$ cat src/rtl/motors_cmd_queue.sv
// Command FIFO between the instruction decoder and the motors controller.
// Buffers pen moves, drops null moves, and issues one command per trigger/done handshake.
module motors_cmd_queue #(
  parameter int unsigned PULSE_NUM_X_BITS = 16,
  parameter int unsigned PULSE_NUM_Y_BITS = 16,
  parameter int unsigned DEPTH            = 8
) (
  input  logic                        clk,
  input  logic                        reset,
  input  logic                        clk_en,
  input  logic                        flush,
  input  logic                        cmd_valid,
  output logic                        cmd_ready,
  input  logic [PULSE_NUM_X_BITS-1:0] cmd_pulse_x,
  input  logic [PULSE_NUM_Y_BITS-1:0] cmd_pulse_y,
  input  logic                        cmd_servo_down,
  output logic [PULSE_NUM_X_BITS-1:0] mot_pulse_num_x,
  output logic [PULSE_NUM_Y_BITS-1:0] mot_pulse_num_y,
  output logic                        mot_servo_down,
  output logic                        mot_trigger,
  input  logic                        mot_rdy,
  input  logic                        mot_done,
  output logic [$clog2(DEPTH):0]      level,
  output logic                        busy,
  output logic [15:0]                 done_count
);

  localparam int unsigned PTR_W   = $clog2(DEPTH);
  localparam int unsigned LVL_W   = PTR_W + 1;
  localparam int unsigned ENTRY_W = PULSE_NUM_X_BITS + PULSE_NUM_Y_BITS + 1;

  typedef enum logic [1:0] {
    S_IDLE,
    S_ISSUE,
    S_WAIT_DONE
  } state_e;

  state_e                      state_q, state_d;
  logic [PTR_W-1:0]            wr_ptr_q, wr_ptr_d;
  logic [PTR_W-1:0]            rd_ptr_q, rd_ptr_d;
  logic [LVL_W-1:0]            level_q, level_d;
  logic [PULSE_NUM_X_BITS-1:0] mot_x_q, mot_x_d;
  logic [PULSE_NUM_Y_BITS-1:0] mot_y_q, mot_y_d;
  logic                        mot_servo_q, mot_servo_d;
  logic [15:0]                 done_count_q, done_count_d;

  logic [ENTRY_W-1:0]          mem [DEPTH];

  logic                        full;
  logic                        push;
  logic                        pop;
  logic [ENTRY_W-1:0]          head;
  logic [PULSE_NUM_X_BITS-1:0] head_x;
  logic [PULSE_NUM_Y_BITS-1:0] head_y;
  logic                        head_servo;
  logic                        head_null;

  assign full       = (level_q == LVL_W'(DEPTH));
  assign push       = clk_en & cmd_valid & ~full & ~flush;
  assign pop        = clk_en & ~flush & (state_q == S_IDLE) & (level_q != '0) & mot_rdy;
  assign head       = mem[rd_ptr_q];
  assign head_x     = head[ENTRY_W-1 -: PULSE_NUM_X_BITS];
  assign head_y     = head[PULSE_NUM_Y_BITS:1];
  assign head_servo = head[0];
  // A null move changes nothing mechanically, so it is consumed without a trigger.
  assign head_null  = (head_x == '0) && (head_y == '0) && (head_servo == mot_servo_q);

  // Storage array has no reset; entries are only read once written.
  always_ff @(posedge clk) begin
    if (push) begin
      mem[wr_ptr_q] <= {cmd_pulse_x, cmd_pulse_y, cmd_servo_down};
    end
  end

  always_ff @(posedge clk or negedge reset) begin
    if (!reset) begin
      state_q      <= S_IDLE;
      wr_ptr_q     <= '0;
      rd_ptr_q     <= '0;
      level_q      <= '0;
      mot_x_q      <= '0;
      mot_y_q      <= '0;
      mot_servo_q  <= 1'b0;
      done_count_q <= '0;
    end else begin
      state_q      <= state_d;
      wr_ptr_q     <= wr_ptr_d;
      rd_ptr_q     <= rd_ptr_d;
      level_q      <= level_d;
      mot_x_q      <= mot_x_d;
      mot_y_q      <= mot_y_d;
      mot_servo_q  <= mot_servo_d;
      done_count_q <= done_count_d;
    end
  end

  always_comb begin
    state_d      = state_q;
    wr_ptr_d     = wr_ptr_q;
    rd_ptr_d     = rd_ptr_q;
    level_d      = level_q;
    mot_x_d      = mot_x_q;
    mot_y_d      = mot_y_q;
    mot_servo_d  = mot_servo_q;
    done_count_d = done_count_q;

    if (push) begin
      wr_ptr_d = wr_ptr_q + PTR_W'(1);
    end
    if (pop) begin
      rd_ptr_d = rd_ptr_q + PTR_W'(1);
    end
    if (push && !pop) begin
      level_d = level_q + LVL_W'(1);
    end else if (pop && !push) begin
      level_d = level_q - LVL_W'(1);
    end
    // Flush clears the queue only; an in-flight command runs to completion.
    if (flush) begin
      wr_ptr_d = '0;
      rd_ptr_d = '0;
      level_d  = '0;
    end

    unique case (state_q)
      S_IDLE: begin
        if (pop && !head_null) begin
          mot_x_d     = head_x;
          mot_y_d     = head_y;
          mot_servo_d = head_servo;
          state_d     = S_ISSUE;
        end
      end
      S_ISSUE: begin
        if (clk_en) begin
          state_d = S_WAIT_DONE;
        end
      end
      S_WAIT_DONE: begin
        if (clk_en && mot_done) begin
          state_d      = S_IDLE;
          done_count_d = done_count_q + 16'd1;
        end
      end
      default: state_d = S_IDLE;
    endcase
  end

  assign cmd_ready       = ~full;
  assign level           = level_q;
  assign mot_trigger     = (state_q == S_ISSUE);
  assign busy            = (state_q != S_IDLE) || (level_q != '0);
  assign mot_pulse_num_x = mot_x_q;
  assign mot_pulse_num_y = mot_y_q;
  assign mot_servo_down  = mot_servo_q;
  assign done_count      = done_count_q;

endmodule

$ cat config.mk
export PLATFORM = sky130hd
export DESIGN_NAME = motors_cmd_queue
export DESIGN_NICKNAME = d
export VERILOG_FILES = /design/src/rtl/motors_cmd_queue.sv
export SDC_FILE = /design/constraint.sdc
export NUM_CORES = 1
export LEC_CHECK = 0
export CAP_MARGIN = 30
export CORE_ASPECT_RATIO = 2
export CORE_UTILIZATION = 60
export DETAILED_ROUTE_END_ITERATION = 10
export PLACE_DENSITY = 0.84
export SLEW_MARGIN = 5
export SYNTH_ARGS = -nofsm -noshare
export SYNTH_HDL_FRONTEND = slang
export SYNTH_SLANG_ARGS = --single-unit
$ cat constraint.sdc
create_clock -name clk -period 6.32 [get_ports clk]
set_input_delay 1.58 -clock clk [delete_from_list [all_inputs] [get_ports clk]]
set_output_delay 1.58 -clock clk [all_outputs]
set_load 0.02 [all_outputs]
==> impl_metrics.py <==
metrics = {
    "sta": {
        "fin_crit_sh": 0.6304,
        "tightestPinTransition_ns": 0.9317,
        "rsz_0062_raised_after_global_routing": "false",
        "postLayoutSetupSlackWorst_ns": 2.336,
        "final_hold_viol_count": 0,
        "finalWorstPathRequiredPeriod_ns": 3.984,
        "fmax_ghz": 0.2510,
        "relSlewSlack": 0.3789,
        "fin_skew_ns": 0.01131,
        "finalSetupTns_ns": 0,
        "setup_viol": 0,
        "finalMaxSlewViolations": 0,
    },
    "global_route": {
        "grt_pass1_vias": 7038,
        "grt.overflow.total": 0,
        "antenna_found_initial": 2,
        "global_route_wire_length_before_repair_mm": 40.56,
        "grtUsageTotal": 0.2532,
        "grt_start_max_net_pins": 66,
    },
    "hold_path": {
        "min-delay-path-class": "flop to flop",
        "worst_hold_startpoint": "done_count[15]",
        "cell_depth_of_the_worst_hold_path": 1,
        "hold_path_end": "done_count[15]",
    },
    "floorplanning": {
        "die_y_um": 207.4,
        "core_area_mm2": 0.02055,
        "die_w_um": 104.7,
        "rows": 74,
        "floorplan.initialDensity": 0.6157,
        "design.die.area_mm2": 0.02171,
        "boundaryPins": 96,
    },
    "power_and_ir_drop": {
        "p_leak_nw": 4.973,
        "irDropWorstVdd_mv": 0.2552,
        "power_density_mw_per_mm2": 330.5,
        "total_power_mw": 4.914,
    },
    "setup_path": {
        "path_class": "flop to flop",
        "endpoint_kind": "flop",
        "critical_path.startpoint_type": "flop",
        "crit-reg2reg-launch": "rd_ptr_q[1]",
        "critical_path_peak_fanout": 32,
        "critical_path.max_stage_delay_ns": 0.70,
        "worstReg2RegEnd": "mot_pulse_num_x[6]",
        "cpMostUsedCell": "nand4_1",
        "worst_ep_required_time_ns": 6.75,
        "worstPathCellList": "buf_16, mux4_2, mux2i_1, nand4_1, nor3_1, nand4_1, o21ai_2, buf_4, mux2_2",
        "worst-path-buf-inv": 2,
        "cp_slowest_cell": "dfrtp_4",
        "cp_data_arrival_time_ns": 4.41,
        "r2r_cells": 9,
        "r2r_setup_slack_ns": 2.34,
        "crit_family": "multiplexers",
    },
    "cts": {
        "h-tree-depth": 1,
        "post_cts_gate_resize_count": 0,
        "clk_path_buf_depth": 3,
        "clkSlewWorstSetupHoldPaths_ns": 0.07,
        "postCtsSetupBuffers": 0,
        "cts_inserted_buffers": 27,
        "cts_num_sinks": 325,
        "clk_latency_ns": 0.55,
        "cts_hold_repair.buffers": 0,
        "clock_tree.root_cell": "clkbuf_16",
        "clock_tree_from_tritoncts": "yes",
    },
    "synth": {
        "seq_area_frac_synth": 0.7471,
        "syn-num-nets": 710,
        "synthesis.area_mm2": 0.01265,
        "yosys_register_bits": 325,
        "netlist_instances": 664,
        "netlist-cell-type-count": 37,
        "syn_warnings": 0,
        "post_synth.cell_area_avg_um2": 19.06,
    },
    "layout": {
        "nFillCells": 1217,
        "commonest_cells_after_routing_fill_and_taps_aside": "edfxtp_1 (264), clkdlybuf4s50_1 (94), mux4_2 (60)",
        "syn2layout_area_growth_pct": 17.47,
        "layout.cells.most_common": "edfxtp_1",
        "layout-drive-gt1-share": 0.1814,
        "final_nets": 819,
    },
    "place": {
        "portBuffers": 95,
        "place_worst_setup_slack_ns": 1.976,
        "routabilityCongestion": 0.8077,
        "dpl.hpwl_mm": 16.02,
    },
    "routing": {
        "antenna_violating_nets_post_route": 0,
        "first_pass_iters": 5,
        "route.detailed.wl_per_inst_um": 24.86,
        "drc": 0,
        "wl_mm": 26.40,
        "detailroute.via_count": 6624,
        "post_drt_via_cell_ratio": 6.237,
        "initialDrtViolationCount": 455,
    },
    "run_status": {
        "outcome": "completed",
    },
    "job": {
        "cap_viol_max_count": 0,
    },
}
==> synth_stat cells, drive strengths merged <==
library cell	count	area, µm²
nor4	2	12.51
nand2	39	146.4
nand3	6	30.03
xor2	9	78.83
nor2b	2	12.51
nand2b	6	37.54
xnor2	12	105.1
mux2	13	146.4
ha	5	62.56
nor4b	1	8.760
mux2i	34	340.3
fa	1	20.02
a21oi	7	35.03
a22o	3	26.28
and3	3	18.77
o211ai	3	22.52
o2bb2ai	11	96.34
o21ai	9	48.79
clkbuf	11	41.29
nor2	35	131.4
nand4	9	56.30
inv	5	18.77
dfrtp	61	1526
buf	20	131.4
or3	5	31.28
and4b	1	10.01
a21o	15	112.6
a22oi	3	22.52
mux4	60	1351
nor3	9	45.04
edfxtp	264	7928
==> state kept, by name, indices dropped and copies added (netlist names) <==
| signal | count |
|---|---|
| mem | 264 |
| done_count | 16 |
| mot_pulse_num_x | 16 |
| mot_pulse_num_y | 16 |
| level | 4 |
| rd_ptr_q | 3 |
| wr_ptr_q | 3 |
| state_q | 2 |
| mot_servo_down | 1 |
==> power breakdown <==
| group | internal [mW] | switching [mW] | leakage [nW] | total [mW] |
|---|---|---|---|---|
| combinational | 0.340 | 0.358 | 1.39 | 0.698 |
| clock | 0.916 | 0.738 | 0.413 | 1.65 |
| sequential | 2.44 | 0.118 | 3.17 | 2.56 |
==> cell families after synthesis <==
kind of cell / after synthesis / share of synthesized area
fa+ha+maj: 6 / 0.006526
xor+xnor: 21 / 0.01453
mux: 107 / 0.1452
simple gates: 118 / 0.04271
flops: 325 / 0.7471
buf+inv: 36 / 0.01513
compound gates: 51 / 0.02877
==> worst reg2reg max path: stages (launching register included) <==
cell and delay (ns):
dfrtp_4 0.70, buf_16 0.31, mux4_2 0.54, mux2i_1 0.32
nand4_1 0.16, nor3_1 0.43, nand4_1 0.19, o21ai_2 0.42
buf_4 0.42, mux2_2 0.39
==> layout make-up <==
| type | instances | area [µm²] | share of cell area |
|---|---|---|---|
| flip-flops and latches | 325 | 9463 | 0.6366 |
| diodes | 2 | 5.005 | 0.0003367 |
| inverters | 5 | 18.77 | 0.001263 |
| repair buffers | 111 | 1102 | 0.07415 |
| multi-input cells | 303 | 3064 | 0.2061 |
| well taps | 266 | 332.8 | 0.02239 |
| clock inverters | 18 | 185.2 | 0.01246 |
| clock buffers | 32 | 694.4 | 0.04671 |
==> per-layer routing <==
metal / part of all wire / track usage / wire, µm / vias up
met3: 0.057 / 0.03516 / 1508 / 69
met1: 0.36 / 0.2971 / 9389 / 3392
met4: 0.042 / 0.1282 / 1111 / 0
met5: 0 / 0 / 0 / -
met2: 0.55 / 0.4524 / 14390 / 313
li1: - / - / - / 2850
==> worst max path at each step <==
stage               slack (ns)   startpoint                 end  cells past startpoint
floorplan                 1.39        flush           mem[0][0]                      3
global placement          1.96       clk_en          mem[1][28]                      6
detailed placement        1.98        flush            level[3]                     11
CTS                       1.94  rd_ptr_q[1]  mot_pulse_num_y[0]                      8
global route              2.02  rd_ptr_q[1]  mot_pulse_num_x[6]                      9
finish                    2.34  rd_ptr_q[1]  mot_pulse_num_x[6]                      9
==> per-stage QoR <==
| step | instance area [µm²] | hold WS (ns) | instances | util |
|---|---|---|---|---|
| final | 14870 | 0.4756 | 1062 | 0.7232 |
| after global routing | 14870 | 0.5054 | 1062 | 0.7232 |
| after CTS | 14830 | 0.4881 | 1059 | 0.7216 |
| after detailed placement | 13950 | 0.4746 | 1009 | 0.6788 |
| after global placement | 13940 | 0.4627 | 1008 | 0.6783 |
| after floorplan | 12650 | 0.4947 | 664 | - |
No activity file was read; power rests on OpenSTA's default activity.
